==> src/rtl/wimax_interleaver.sv <==
// 802.16 OFDM bit interleaver: serial coded bits in, each NCBPS-bit block out in permuted order.
// Ping-pong banks let block N+1 be written while block N is read out.
module wimax_interleaver #(
    parameter int unsigned NCBPS  = 192,
    parameter int unsigned NCPC   = 2,
    parameter int unsigned D      = 16,
    parameter int unsigned ADDR_W = 9
) (
    input  logic clk,
    input  logic reset,
    input  logic input_data,
    input  logic data_valid,
    input  logic ready_in,
    output logic output_data,
    output logic valid_out,
    output logic ready_out
);

    localparam int unsigned ROWS = NCBPS / D;
    localparam int unsigned S    = (NCPC / 2 > 1) ? NCPC / 2 : 1;
    localparam int unsigned CW   = (D > 1) ? $clog2(D) : 1;
    localparam int unsigned RW   = (ROWS > 1) ? $clog2(ROWS) : 1;
    localparam int unsigned IW   = $clog2(NCBPS);

    logic mem [2*NCBPS];

    logic [CW-1:0]     col_q;
    logic [RW-1:0]     row_q;
    logic [IW-1:0]     m_q;
    logic              wbank_q;
    logic [1:0]        full_q;
    logic [1:0]        full_d;
    logic [1:0]        full_eff;
    logic              rbank_q;
    logic [IW-1:0]     rd_idx_q;

    logic              accept;
    logic              wr_done;
    logic              rd_adv;
    logic              rd_done;
    logic [IW-1:0]     j;
    logic [ADDR_W-1:0] wr_addr;
    logic [ADDR_W-1:0] rd_addr;
    logic              load;
    logic              load_bank;
    logic [IW-1:0]     load_idx;

    assign ready_out = !full_q[wbank_q];
    assign accept    = data_valid && ready_out;
    assign wr_done   = accept && (col_q == CW'(D - 1)) && (row_q == RW'(ROWS - 1));
    assign rd_adv    = valid_out && ready_in;
    assign rd_done   = rd_adv && (rd_idx_q == IW'(NCBPS - 1));

    // A bank completing this cycle is already readable, so readout starts without a bubble.
    assign full_eff = full_q | ({1'b0, wr_done} << wbank_q);

    // m is tracked incrementally; floor(D*m/NCBPS) equals the column index, so no divider.
    assign j = IW'(S * (32'(m_q) / S) + (32'(m_q) + NCBPS - 32'(col_q)) % S);

    assign wr_addr = wbank_q ? ADDR_W'(NCBPS) + ADDR_W'(j) : ADDR_W'(j);
    assign rd_addr = load_bank ? ADDR_W'(NCBPS) + ADDR_W'(load_idx) : ADDR_W'(load_idx);

    always_comb begin
        full_d = full_q;
        if (wr_done) full_d[wbank_q] = 1'b1;
        if (rd_done) full_d[rbank_q] = 1'b0;
    end

    always_comb begin
        load      = 1'b0;
        load_bank = rbank_q;
        load_idx  = '0;
        if (rd_done) begin
            load_bank = ~rbank_q;
            load      = full_eff[~rbank_q];
        end else if (rd_adv) begin
            load     = 1'b1;
            load_idx = rd_idx_q + IW'(1);
        end else if (!valid_out) begin
            load = full_eff[rbank_q];
        end
    end

    always_ff @(posedge clk) begin
        if (accept) mem[wr_addr] <= input_data;
    end

    always_ff @(posedge clk or negedge reset) begin
        if (!reset) begin
            col_q       <= '0;
            row_q       <= '0;
            m_q         <= '0;
            wbank_q     <= 1'b0;
            full_q      <= '0;
            rbank_q     <= 1'b0;
            rd_idx_q    <= '0;
            output_data <= 1'b0;
            valid_out   <= 1'b0;
        end else begin
            full_q <= full_d;
            if (accept) begin
                if (wr_done) begin
                    col_q   <= '0;
                    row_q   <= '0;
                    m_q     <= '0;
                    wbank_q <= ~wbank_q;
                end else if (col_q == CW'(D - 1)) begin
                    col_q <= '0;
                    row_q <= row_q + RW'(1);
                    m_q   <= IW'(row_q) + IW'(1);
                end else begin
                    col_q <= col_q + CW'(1);
                    m_q   <= m_q + IW'(ROWS);
                end
            end
            if (rd_done) rbank_q <= ~rbank_q;
            if (load) begin
                output_data <= mem[rd_addr];
                valid_out   <= 1'b1;
                rd_idx_q    <= load_idx;
            end else if (rd_done) begin
                valid_out <= 1'b0;
            end
        end
    end

endmodule

==> config.mk <==
export PLATFORM = sky130hd
export DESIGN_NAME = wimax_interleaver
export DESIGN_NICKNAME = d
export VERILOG_FILES = /design/src/rtl/wimax_interleaver.sv
export SDC_FILE = /design/constraint.sdc
export NUM_CORES = 1
export LEC_CHECK = 0
export ABC_AREA = 1
export BUFFER_PORTS_ARGS = -buffer_cell sky130_fd_sc_hd__buf_2
export CAP_MARGIN = 20
export CORE_MARGIN = 1.5
export CORE_UTILIZATION = 45
export CTS_CLUSTER_DIAMETER = 80
export DETAILED_ROUTE_END_ITERATION = 10
export GPL_ROUTABILITY_DRIVEN = 1
export PLACE_DENSITY = 0.71
export RECOVER_POWER = 25
export SLEW_MARGIN = 20
export SYNTH_ARGS = -nofsm -noshare
export SYNTH_HDL_FRONTEND = slang
export SYNTH_SLANG_ARGS = --single-unit
==> constraint.sdc <==
create_clock -name clk -period 2.54 [get_ports clk]
set_input_delay 0.254 -clock clk [delete_from_list [all_inputs] [get_ports clk]]
set_output_delay 0.254 -clock clk [all_outputs]
set_load 0.05 [all_outputs]
# [After elaboration in Yosys (flattened, before gate mapping)]
# Memories as Yosys holds them, arrays and structs flattened. A register that Yosys moved wholly into a read port is not among the register bits.
# Cells that the tools add are included.
# W data, S select, Z words.
[totals] reg_bits=29 mem_count=1 ram_bits=384 wordCells=74
[classes] n_shift=1 reduce_logical=13 magnitude_cmp=5 n_bitwise=6 eq_ne=3 addsub=7 muxes=30
[mem_list] name="mem" depth=384 width=1 rd=1 rd_ports_with_merged_regs=1 wr=1 line="25" rtl="logic mem [2*NCBPS];"
[op_table] operator="$mux W8" count=4
[op_table] operator="$add A8 B8 Y9 const A" count=2
[op_table] operator="$mux W9" count=2
[op_table] operator="$mux W1" count=16
[op_table] operator="$mux W4" count=4
[op_table] operator="$add A4 B1 Y4 const B" count=2
[op_table] operator="$add A8 B1 Y8 const B" count=1
[op_table] operator="$add A8 B4 Y8 const B" count=1
[op_table] operator="$eq A4 B4 Y1 const B" count=2
[op_table] operator="$eq A8 B8 Y1 const B" count=1
[op_table] operator="$logic_and A1 B1 Y1" count=7
[op_table] operator="$lt A1 B2 Y1 const B" count=3
[op_table] operator="$add A4 B1 Y5 const B" count=1
[op_table] operator="$mux W2" count=2
[op_table] operator="$or A2 B2 Y2" count=2
[op_table] operator="$reduce_and A2 Y1" count=2
[op_table] operator="$reduce_bool A2 Y1" count=2
[op_table] operator="$and A2 B2 Y2" count=1
[op_table] operator="$demux W1 S1" count=2
[op_table] operator="$ge A1 B1 Y1 const B" count=2
[op_table] operator="$logic_not A1 Y1" count=2
[op_table] operator="$not A1 Y1" count=2
[op_table] operator="$not A2 Y2" count=1
[op_table] operator="$shl A1 B1 Y2" count=1

# [Longest topological paths before layout]
# Gate-level depths: netlist of run 1.
[logic_depth] ltp_word=14 depth_mapped=19

# [Worst setup path after synthesis of run 1]
# Ideal clock, no wire load.
[synth_path] path_kind="register -> register" start="reg wbank_q" end="reg rd_idx_q[2]" required_time_ns=2.410 path_slack_ns=-0.164 t_arrival_ns=2.574 setup_ns=0.130 path_stages_with_launch=13 path_cell_list="dfrtp_1 o21ai_1 nand2_2 nor2_2 nand3_2 o21ai_0 inv_1 nor3_1 a21oi_1 nand2_1 inv_2 nand2_1 nand2_1"
[synth_via] elab_chain_len=13 word_cells_on_any_way=15 cone_classes="shift (1); mux (9); bitwise (1); reduce/logical (4)"
[synth_lines] item="start, declared" line="30" rtl="logic wbank_q;"
[synth_lines] item="start signal, assigned" line="106" rtl="wbank_q <= ~wbank_q;"
[synth_lines] item="$mux W1 (not written as such) * (2 in a row)" line="48" rtl="assign ready_out = !full_q[wbank_q];"
[synth_lines] item="$logic_not A1 Y1 *" line="48"
[synth_lines] item="net ready_out" line="16" rtl="output logic ready_out"
[synth_lines] item="$logic_and A1 B1 Y1 *" line="49" rtl="assign accept = data_valid && ready_out;"
[synth_lines] item="$logic_and A1 B1 Y1 * (2 in a row)" line="50" rtl="assign wr_done = accept && (col_q == CW'(D - 1)) && (row_q == RW'(ROWS - 1));"
[synth_lines] item="$shl A1 B1 Y2 *" line="55" rtl="assign full_eff = full_q | ({1'b0, wr_done} << wbank_q);"
[synth_lines] item="$or A2 B2 Y2 *" line="55"
[synth_lines] item="$mux W1 (not written as such) (2 in a row)" line="80" rtl="load = full_eff[rbank_q];"
[synth_lines] item="$mux W1" line="79" rtl="end else if (!valid_out) begin"
[synth_lines] item="$mux W1" line="76" rtl="end else if (rd_adv) begin"
[synth_lines] item="$mux W1 *" line="73" rtl="if (rd_done) begin"
[synth_lines] item="end signal, assigned" line="120" rtl="rd_idx_q <= load_idx;"
[synth_lines] item="end, declared" line="35" rtl="logic [IW-1:0] rd_idx_q;"
# The timed path passes the listed nets; every way through them passes the cells marked *. The select of a mux whose other input is x is not followed.
# A chain may end at the register's enable or synchronous reset.

# [Final worst setup path of run 1]
[layout_path] start="reg rd_idx_q[0]" end="reg output_data, read port of mem"
[layout_via] elab_chain_len=5 word_cells_on_any_way=9 cone_classes="add/sub (2); eq/ne (1); mux (5); reduce/logical (1)"
[layout_lines] item="$add A8 B1 Y8 / $eq A8 B8 Y1 (equally long branches)" line="78, 52"
[layout_lines] item="$mux W8 / $logic_and A1 B1 Y1 (equally long branches)" line="76, 52"
[layout_lines] item="$mux W8" line="73"
[layout_lines] item="$add A8 B8 Y9" line="61" rtl="assign rd_addr = load_bank ? ADDR_W'(NCBPS) + ADDR_W'(load_idx) : ADDR_W'(load_idx);"
[layout_lines] item="$mux W9" line="61"
[layout_lines] item="end, declared" line="14" rtl="output logic output_data,"
# Several ways; a longest one is shown, not always the timed one.

==> impl_metrics.ini, run 1 <==
[status]
status = complete, but fails checks
violations = max-capacitance violations, max-slew violations, negative setup slack

[final_layout]
final_util = 0.5381
layout_common_cells = 435 x nand2_1, 412 x nor2_1, 384 x edfxtp_1, 341 x nand3_1, 153 x inv_1
n_fill_cell = 3827
final_nets = 2186
n_antenna_cell = 0
layout_commonest_cell = nand2_1
drive_above_1_share = 0.1219
syn2layout_area_growth_pct = 17.16
fin_cells = 2792

[die]
die_area_um2 = 45530
die_h_um = 213.4
initial_utilization = 0.4593
floorplan.rows = 76
core_region_area_um2 = 43360
die_w_um = 213.4
io_pins = 8

[placed_design]
hpwl_um = 29950
place_ws_ns = -0.1892
io_buffers = 7
dp.cells = 2673
routabilityCongestion = 0.8499

[detailed_routing]
avgViaCountPerCell = 5.685
dr.first_iter.drc_count = 1998
post_drt_wl_per_cell_um = 20.22
ant_nets = 0
first_pass_iters = 7
vias = 15872
drc = 0
routed_wl_um = 56450

[logic_synthesis]
synth_top_family_by_area = simple AND/OR/NAND/NOR gates
synth_seq_cells = 414
synthAdderAreaFrac = 0.006282
yosys_most_used_dff = edfxtp_1
async_flop_share = 0.07246
syn-instance-count = 2126
yosys_warnings = 0
synth_area_per_cell_um2 = 9.368
ys_seq_area_frac = 0.6167
synth_compound_area_frac = 0.02324
synth_cell_types = 31
synth_simple_gate_area_frac = 0.2858
synthMuxAreaShare = 0
synth-xor-area-share = 0.003958
synth_edf_count = 384
synth_fp_nets = 2141
syn_area_um2 = 19920

[global_route]
antenna_found_initial = 0
grt_pass1_vias = 15191
grt_usage = 0.2450
grt_max_degree = 126
grt_pass1_wl_um = 84600
gr-total-overflow = 0

[timing]
relSlewSlack = -0.05651
skew_ns = 0.02322
tightest_slew_ns = 1.585
hold_ws_ns = 0.1879
hold_viol = 0
fmax_mhz = 382.4
rsz0062_at_grt = yes
finalCritPeriodShare = 1.030
timing.final.max_slew_violations = 36
fin_crit_ns = 2.615
worst_slack_ns = -0.07539
setup_viol_count_final = 1

[worst_setup_path]
worstPathArrival_ns = 3.08
start_kind = register
critPathKind = reg -> reg
cp_max_fo = 7
crit_path_end_kind = register
required_ns = 3.00

[hold_path]
min_path_type = in -> reg

[clock_network]
cts.sinks = 414
clkLatencyLatePin_ns = 0.59
root_buffer = clkbuf_16
cts_buffers = 44
cts_max_path_buffers = 3
cts_tree = yes
path_clk_slew_ns = 0.06
htree_levels = 2

[power]
power_mw = 15.95
peakVddDrop_uv = 506.6
powerDensity_nw_per_um2 = 683.7
p_leak_nw = 8.786

[flow_run]
drv_cap = 1
metal layers:
metal	vias to the layer above	wire (um)	track usage
li1	7188	-	-
met1	7664	22010	0.3274
met2	839	26270	0.3914
met3	181	5510	0.04394
met4	0	2649	0.1115
met5	-	0	0
worst paths after layout:
path	to	slack, ns	cells past startpoint	from
worst max register to register	output_data	-0.08	18	rd_idx_q[0]
worst min-delay path	m_q[4]	0.19	5	data_valid
max in group asynchronous	wbank_q	1.79	2	reset
worst min register to register	col_q[2]	0.51	1	col_q[2]
worst max-delay path	output_data	-0.08	18	rd_idx_q[0]
min in group asynchronous	rd_idx_q[7]	0.27	2	reset
synth_stat cells (4+ instances only):
| library cell | count | share of area |
|---|---|---|
| a21oi_1 | 5 | 0.0013 |
| buf_1 | 16 | 0.0030 |
| buf_2 | 45 | 0.011 |
| buf_4 | 12 | 0.0045 |
| clkbuf_1 | 81 | 0.015 |
| dfrtp_1 | 30 | 0.038 |
| edfxtp_1 | 384 | 0.58 |
| ha_1 | 10 | 0.0063 |
| inv_1 | 155 | 0.029 |
| inv_2 | 4 | 0.00075 |
| nand2_1 | 439 | 0.083 |
| nand3_1 | 367 | 0.092 |
| nand3b_1 | 63 | 0.024 |
| nor2_1 | 414 | 0.078 |
| nor3_1 | 11 | 0.0028 |
| o211ai_1 | 36 | 0.014 |
| o21ai_0 | 19 | 0.0048 |
| xnor2_1 | 4 | 0.0018 |
| xor2_1 | 5 | 0.0022 |
state kept, by name (all words and copies together) (netlist names):
signal,cells
mem,384
m_q,8
rd_idx_q,8
col_q,4
row_q,4
full_q,2
output_data,1
rbank_q,1
valid_out,1
wbank_q,1
per-stage QoR:
stage / area, um^2 / TNS, ns
3_3_place_gp: 21170 / -0.1945
5_1_grt: 23330 / -4.685
6_report: 23330 / -0.07539
3_5_place_dp: 21170 / -0.1892
2_1_floorplan: 19920 / 0
4_1_cts: 22850 / 0
report_power, final:
group / total, mW / switching (mW) / leakage [nW] / internal [mW]
logic: 2.11 / 1.30 / 4.28 / 0.809
clock network: 6.29 / 2.63 / 0.687 / 3.65
registers: 7.56 / 0.0534 / 3.82 / 7.50
worst max-delay path, cell delays in order (launching register included):
cell,delay (ns)
dfrtp_1,0.36
ha_2,0.22
nand3_4,0.09
nor2_4,0.16
nand2_8,0.13
nand2_8,0.12
buf_12,0.14
clkbuf_16,0.15
nand2_1,0.05
nand3_1,0.12
nand3_1,0.12
nand3_1,0.14
nand3_2,0.15
nand3_1,0.12
nand3_1,0.10
nand3_1,0.11
nand2_1,0.09
nand2_1,0.07
a21oi_1,0.05
cell type report:
cell class,count,area [um^2],area share
Clock buffer,73,1323,0.05668
Clock inverter,9,77.57,0.003325
Inverter,159,604.3,0.02590
Multi-Input combinational cell,1400,6576,0.2818
Sequential cell,414,12280,0.5264
Tap cell,585,732.0,0.03137
Timing Repair Buffer,152,1739,0.07454
logic make-up after synthesis:
group,count (synthesis)
AOI/OAI and AO/OA,71
xor gates and xnor gates,9
adders and majority gates,10
buffers and inverters,313
DFF,414
and+or+nand+nor,1309
repair_timing:
action                                  in CTS  in global routing
pin swaps                                    5                 11
hold endpoints to repair                    31                  0
gates cloned                                 3                  9
hold buffers                                 2                  0
resized for setup                           14                 39
setup buffers                               11                 12
endpoints found under the setup margin       1                 34
Note: power is estimated with default switching activity, not from simulation.
==> run 2: changes to the inputs <==
==> constraint.sdc (replaced) <==
create_clock -name clk -period 2.3 [get_ports clk]
set_input_delay 0.23 -clock clk [delete_from_list [all_inputs] [get_ports clk]]
set_output_delay 0.23 -clock clk [all_outputs]
set_load 0.05 [all_outputs]
==> run 2 against run 1 <==
  * The run still ends with max-capacitance violations, max-slew violations, negative setup slack left
  * Clock skew rose by 0.0057 ns
  * First-iteration DRC count rose by 5.9%
  * Sequential cell count did not move
  * Non-clock buffer count rose by 42
  * Clock power rose by 6.8%
  * Register-to-register slack got worse by 0.18 ns
  * Highest routed layer unchanged
==> impl_metrics.ini, run 2 (same netlist as run 1, synthesis figures left out) <==
[placed_design]
hpwl_um = 31210
placed_area_um2 = 21580
routabilityCongestion = 0.8975
dp.cells = 2709
io_buffers = 7
place_ws_ns = -0.2421

[detailed_routing]
routed_wl_um = 58180
avgViaCountPerCell = 5.700
dr.first_iter.drc_count = 2116
drc = 0
ant_nets = 0
vias = 16136
post_drt_wl_per_cell_um = 20.55
first_pass_iters = 6

[timing]
rsz0062_at_grt = yes
fmax_mhz = 391.5
hold_viol = 0
fin_crit_ns = 2.554
setup_viol_count_final = 1
skew_ns = 0.02894
finalCritPeriodShare = 1.110
hold_ws_ns = 0.1458
tightest_slew_ns = 2.357
relSlewSlack = -0.5713
worst_slack_ns = -0.2540
setup_tns_ns = -0.2540
timing.final.max_slew_violations = 51

[die]
die_w_um = 213.4
core_region_area_um2 = 43360
die_h_um = 213.4
die_area_um2 = 45530
io_pins = 8
initial_utilization = 0.4593
floorplan.rows = 76

[power]
power_mw = 17.64
p_leak_nw = 9.149
peakVddDrop_uv = 631.1
powerDensity_nw_per_um2 = 729.7

[clock_network]
path_clk_slew_ns = 0.06
cts_max_path_buffers = 3
cts_tree = yes
root_buffer = clkbuf_16
clkLatencyLatePin_ns = 0.58
htree_levels = 2
cts.sinks = 414
cts_buffers = 44

[final_layout]
largest_register_ffs = 384
final_area_um2 = 24180
largestRegisters = mem (384), m_q (8), rd_idx_q (8)
final_util = 0.5577
n_fill_cell = 3652
fin_cells = 2831
layout_common_cells = 412 x nor2_1, 412 x nand2_1, 384 x edfxtp_1, 306 x nand3_1, 153 x inv_1
final_nets = 2227
max_flop_register = mem
syn2layout_area_growth_pct = 21.41
n_antenna_cell = 0
drive_above_1_share = 0.1630

[worst_setup_path]
critPathKind = reg -> reg
crit_top_cell = nand3_2
worst-path-buf-inv = 3
slowest_stage = dfrtp_1
path_delay_family = simple AND/OR/NAND/NOR gates
path_cells = ha_2 -> nand3_2 -> nor2_4 -> nand2_8 -> nand2_8 -> buf_12 -> clkbuf_16 -> buf_8 -> nand2_1 -> nand2_1 -> nand2_1 -> nand3_2 -> nand3_2 -> nand3_4 -> nand3_1 -> nand3_2 -> nand3_2 -> nand2_2 -> nand2_2 -> a21oi_2
cp_max_fo = 6
required_ns = 2.81
cp_slowest_stage_delay_ns = 0.36
crit_path_end_kind = register
start_kind = register
worstPathArrival_ns = 3.07

[flow_run]
drv_cap = 1

[status]
status = complete, but fails checks
violations = max-capacitance violations, max-slew violations, negative setup slack

[global_route]
gr-total-overflow = 0
grt_max_degree = 106
grt_pass1_wl_um = 84620
antenna_found_initial = 0
grt_usage = 0.2452
grt_pass1_vias = 15268

[hold_path]
min_path_type = in -> reg
==> run 2: worst paths after layout <==
kind / start / to / slack, ns / cells after the start
max: rd_idx_q[1] / output_data / -0.25 / 20
min: data_valid / m_q[4] / 0.15 / 5
max reg2reg: rd_idx_q[1] / output_data / -0.25 / 20
max in group asynchronous: reset / valid_out / 1.54 / 2
min in group asynchronous: reset / row_q[3] / 0.25 / 2
min reg2reg: col_q[0] / col_q[0] / 0.53 / 1
==> run 2: worst reg2reg max path, stage by stage, from the launching register on <==
cell,delay [ns]
dfrtp_1,0.36
ha_2,0.19
nand3_2,0.10
nor2_4,0.20
nand2_8,0.10
nand2_8,0.12
buf_12,0.16
clkbuf_16,0.17
buf_8,0.11
nand2_1,0.05
nand2_1,0.08
nand2_1,0.07
nand3_2,0.07
nand3_2,0.08
nand3_4,0.11
nand3_1,0.11
nand3_2,0.10
nand3_2,0.07
nand2_2,0.06
nand2_2,0.05
a21oi_2,0.12
==> run 2: cell type report <==
class                           count  area (um^2)  share of cell area
Timing Repair Buffer              194         2342             0.09686
Clock inverter                     20        127.6            0.005278
Multi-Input combinational cell   1399         6878              0.2844
Tap cell                          585        732.0             0.03027
Sequential cell                   414        12280              0.5080
Inverter                          159        604.3             0.02499
Clock buffer                       60         1214             0.05019
==> run 2: report_power, final <==
group	leakage (nW)	internal, mW	switching, mW
sequential	3.81	8.28	0.0565
clock	0.658	3.80	2.92
combinational	4.68	1.07	1.51
total	9.15	13.2	4.48
==> run 2: routing by layer <==
layer,up-vias,GRT usage,part of all wire
met5,-,0,0
met3,159,0.03940,0.10
met2,928,0.3939,0.47
li1,7276,-,-
met1,7773,0.3315,0.39
met4,0,0.1054,0.041
==> run 2: timing repair <==
item / 4_1_cts / 5_1_grt
gates cloned: 0 / 17
pin swaps: 0 / 46
endpoints found under the setup margin: 2 / 152
gates resized for setup: 13 / 128
endpoints found under the hold margin: 31 / 0
setup buffers: 0 / 23
hold buffers: 2 / 0
==> run 3: changes to the inputs <==
--- a/config.mk
+++ b/config.mk
@@ -8,12 +8,14 @@
 export ABC_AREA = 1
 export BUFFER_PORTS_ARGS = -buffer_cell sky130_fd_sc_hd__buf_2
 export CAP_MARGIN = 20
+export CELL_PAD_IN_SITES_DETAIL_PLACEMENT = 2
+export CELL_PAD_IN_SITES_GLOBAL_PLACEMENT = 2
 export CORE_MARGIN = 1.5
-export CORE_UTILIZATION = 45
+export CORE_UTILIZATION = 37
 export CTS_CLUSTER_DIAMETER = 80
 export DETAILED_ROUTE_END_ITERATION = 10
 export GPL_ROUTABILITY_DRIVEN = 1
-export PLACE_DENSITY = 0.71
+export PLACE_DENSITY = 0.84
 export RECOVER_POWER = 25
 export SLEW_MARGIN = 20
 export SYNTH_ARGS = -nofsm -noshare
==> run 3 against run 2 <==
  * The run still ends with max-capacitance violations, max-slew violations, negative setup slack left
  * Sequential cell count unchanged
  * Largest power group unchanged
  * Non-clock buffer count increased by 47
  * Combinational power increased by 39%
  * Die area increased by 21%
  * Global-route usage increased by 13 points
  * Sequential share of layout area decreased by 3.0 points
  * Total power increased by 13%
  * Clock skew increased by 0.0083 ns
  * Via count increased by 22%
==> impl_metrics.ini, run 3 (same netlist as run 1, synthesis figures left out) <==
[die]
core_region_area_um2 = 52870
die_w_um = 235.0
io_pins = 8
floorplan.rows = 84
initial_utilization = 0.3767
die_h_um = 235.0
die_area_um2 = 55230

[global_route]
gr-total-overflow = 0
grt_pass1_wl_um = 149600
grt_pass1_vias = 20501
grt_usage = 0.3732
antenna_found_initial = 4
grt_max_degree = 95

[clock_network]
cts.sinks = 414
cts_tree = yes
clkLatencyLatePin_ns = 0.63
path_clk_slew_ns = 0.08
htree_levels = 2
cts_buffers = 48
cts_max_path_buffers = 3
root_buffer = clkbuf_16

[detailed_routing]
vias = 19615
drc = 0
ant_nets = 0
avgViaCountPerCell = 6.571
post_drt_wl_per_cell_um = 38.45
routed_wl_um = 114800
dr.first_iter.drc_count = 2747
first_pass_iters = 5

[final_layout]
syn2layout_area_growth_pct = 28.97
drive_above_1_share = 0.2409
final_nets = 2278
layout_common_cells = 410 x nand2_1, 384 x edfxtp_1, 329 x nor2_1, 268 x nand3_1, 147 x inv_1
largestRegisters = mem (384), m_q (8), rd_idx_q (8)
final_area_um2 = 25690
layout_commonest_cell = nand2_1
largest_register_ffs = 384
max_flop_register = mem

[timing]
setup_tns_ns = -22.30
fmax_mhz = 326.0
rsz0062_at_grt = yes
tightest_slew_ns = 2.451
fin_crit_ns = 3.067
hold_ws_ns = 0.1718
timing.final.max_slew_violations = 95
skew_ns = 0.03722
setup_viol_count_final = 251
worst_slack_ns = -0.7673
finalCritPeriodShare = 1.334
relSlewSlack = -0.6339
hold_viol = 0

[worst_setup_path]
reg2regPathDepth = 20
r2r_start = rd_idx_q[6]
path_depth = 20
start_kind = register
rrSetupSlack_ns = -0.77
path_cells = inv_1 -> nand3_1 -> nor2_4 -> nand2_8 -> nand2_8 -> buf_12 -> buf_12 -> buf_16 -> nand2_1 -> nand2_1 -> nand2_1 -> nand3_1 -> nand3_1 -> nand3_2 -> nand3_1 -> nand3_2 -> nand3_2 -> nand2_2 -> nand2_2 -> a21oi_2
crit_top_cell = nand3_1
slowest_stage = dfrtp_1
required_ns = 2.83
cp_max_fo = 9
cp_slowest_stage_delay_ns = 0.44
worstPathArrival_ns = 3.60
worst-path-buf-inv = 4
critPathKind = reg -> reg
crit_path_end_kind = register
path_delay_family = simple AND/OR/NAND/NOR gates
rr_endpoint = output_data

[hold_path]
min_path_type = in -> reg
whs_endpoint = col_q[3]
min_from = data_valid
whs_path_depth = 4

[placed_design]
routabilityCongestion = 0.8124
place_ws_ns = -0.5416
placed_area_um2 = 21990
io_buffers = 7
hpwl_um = 47760

[power]
p_leak_nw = 9.706
peakVddDrop_uv = 573.4
powerDensity_nw_per_um2 = 775.5

[flow_run]
drv_cap = 1

[status]
violations = max-capacitance violations, max-slew violations, negative setup slack
status = complete, but fails checks
-- run 3: changes by cell type in the layout (fill, tap and decap cells not counted), moves of 17 or more --
cell     before  now
buf_4       110  136
buf_12       41   58
nand3_1     306  268
nand3_2      55   88
nor2_1      412  329
nor2_2        4   70
nor2_4        4   21
-- run 3: metrics by stage --
| step | cells | power, mW | utilization |
|---|---|---|---|
| 2_1_floorplan | 2126 | 9.648 | - |
| 4_1_cts | 2956 | 18.93 | 0.4690 |
| 5_1_grt | 2984 | 20.09 | 0.4858 |
| 3_3_place_gp | 2834 | 10.64 | 0.4160 |
| 6_report | 2985 | 19.92 | 0.4859 |
| 3_5_place_dp | 2834 | 10.84 | 0.4160 |
-- run 3: area by class of cell --
class                   instances  area [um^2]
fillers                      5297        27180
flip-flops and latches        414        12290
multi-input cells            1399         7466
repair buffers                241         3025
clock buffers                  69         1301
well taps                     688        860.8
inverters                     159        606.8
clock inverters                14        138.9
diodes                          1        2.502
-- run 3: routing by layer --
metal  global-route usage  part of all wire  up-vias  routed length, um
met2               0.6124              0.46     1751              52250
met4               0.2505             0.090        4              10330
met5                    0           0.00020        -                 23
li1                     -                 -     7366                  -
met3              0.07155              0.11      664              12060
met1               0.4469              0.35     9830              40100
-- run 3: how the worst max path moves through the flow --
stage / start / slack [ns] / to
3_3_place_gp: rd_idx_q[0] / -0.26 / output_data
6_report: rd_idx_q[6] / -0.77 / output_data
3_5_place_dp: rd_idx_q[0] / -0.54 / output_data
2_1_floorplan: valid_out / 0.008 / output_data
5_1_grt: rd_idx_q[6] / -0.78 / output_data
4_1_cts: rd_idx_q[1] / -0.46 / output_data
-- run 3: timing repair --
item                       in CTS  in global routing
buffers inserted               23                 31
hold endpoints to repair       31                  0
hold buffers                    2                  0
cloned                         15                  3
pin swaps                      40                 48
gates resized for setup       139                179
setup endpoints to repair     169                315
-- run 3: power breakdown --
part           switching [mW]  internal [mW]
registers               0.102           8.28
logic                    2.29           1.31
clock network            3.68           4.26
-- run 3: worst register-to-register path, cell delays in order, from the launching register on --
cell     delay, ns
dfrtp_1       0.44
inv_1         0.15
nand3_1       0.14
nor2_4        0.18
nand2_8       0.11
nand2_8       0.09
buf_12        0.13
buf_12        0.13
buf_16        0.13
nand2_1       0.08
nand2_1       0.16
nand2_1       0.17
nand3_1       0.20
nand3_1       0.16
nand3_2       0.12
nand3_1       0.11
nand3_2       0.11
nand3_2       0.07
nand2_2       0.08
nand2_2       0.07
a21oi_2       0.14
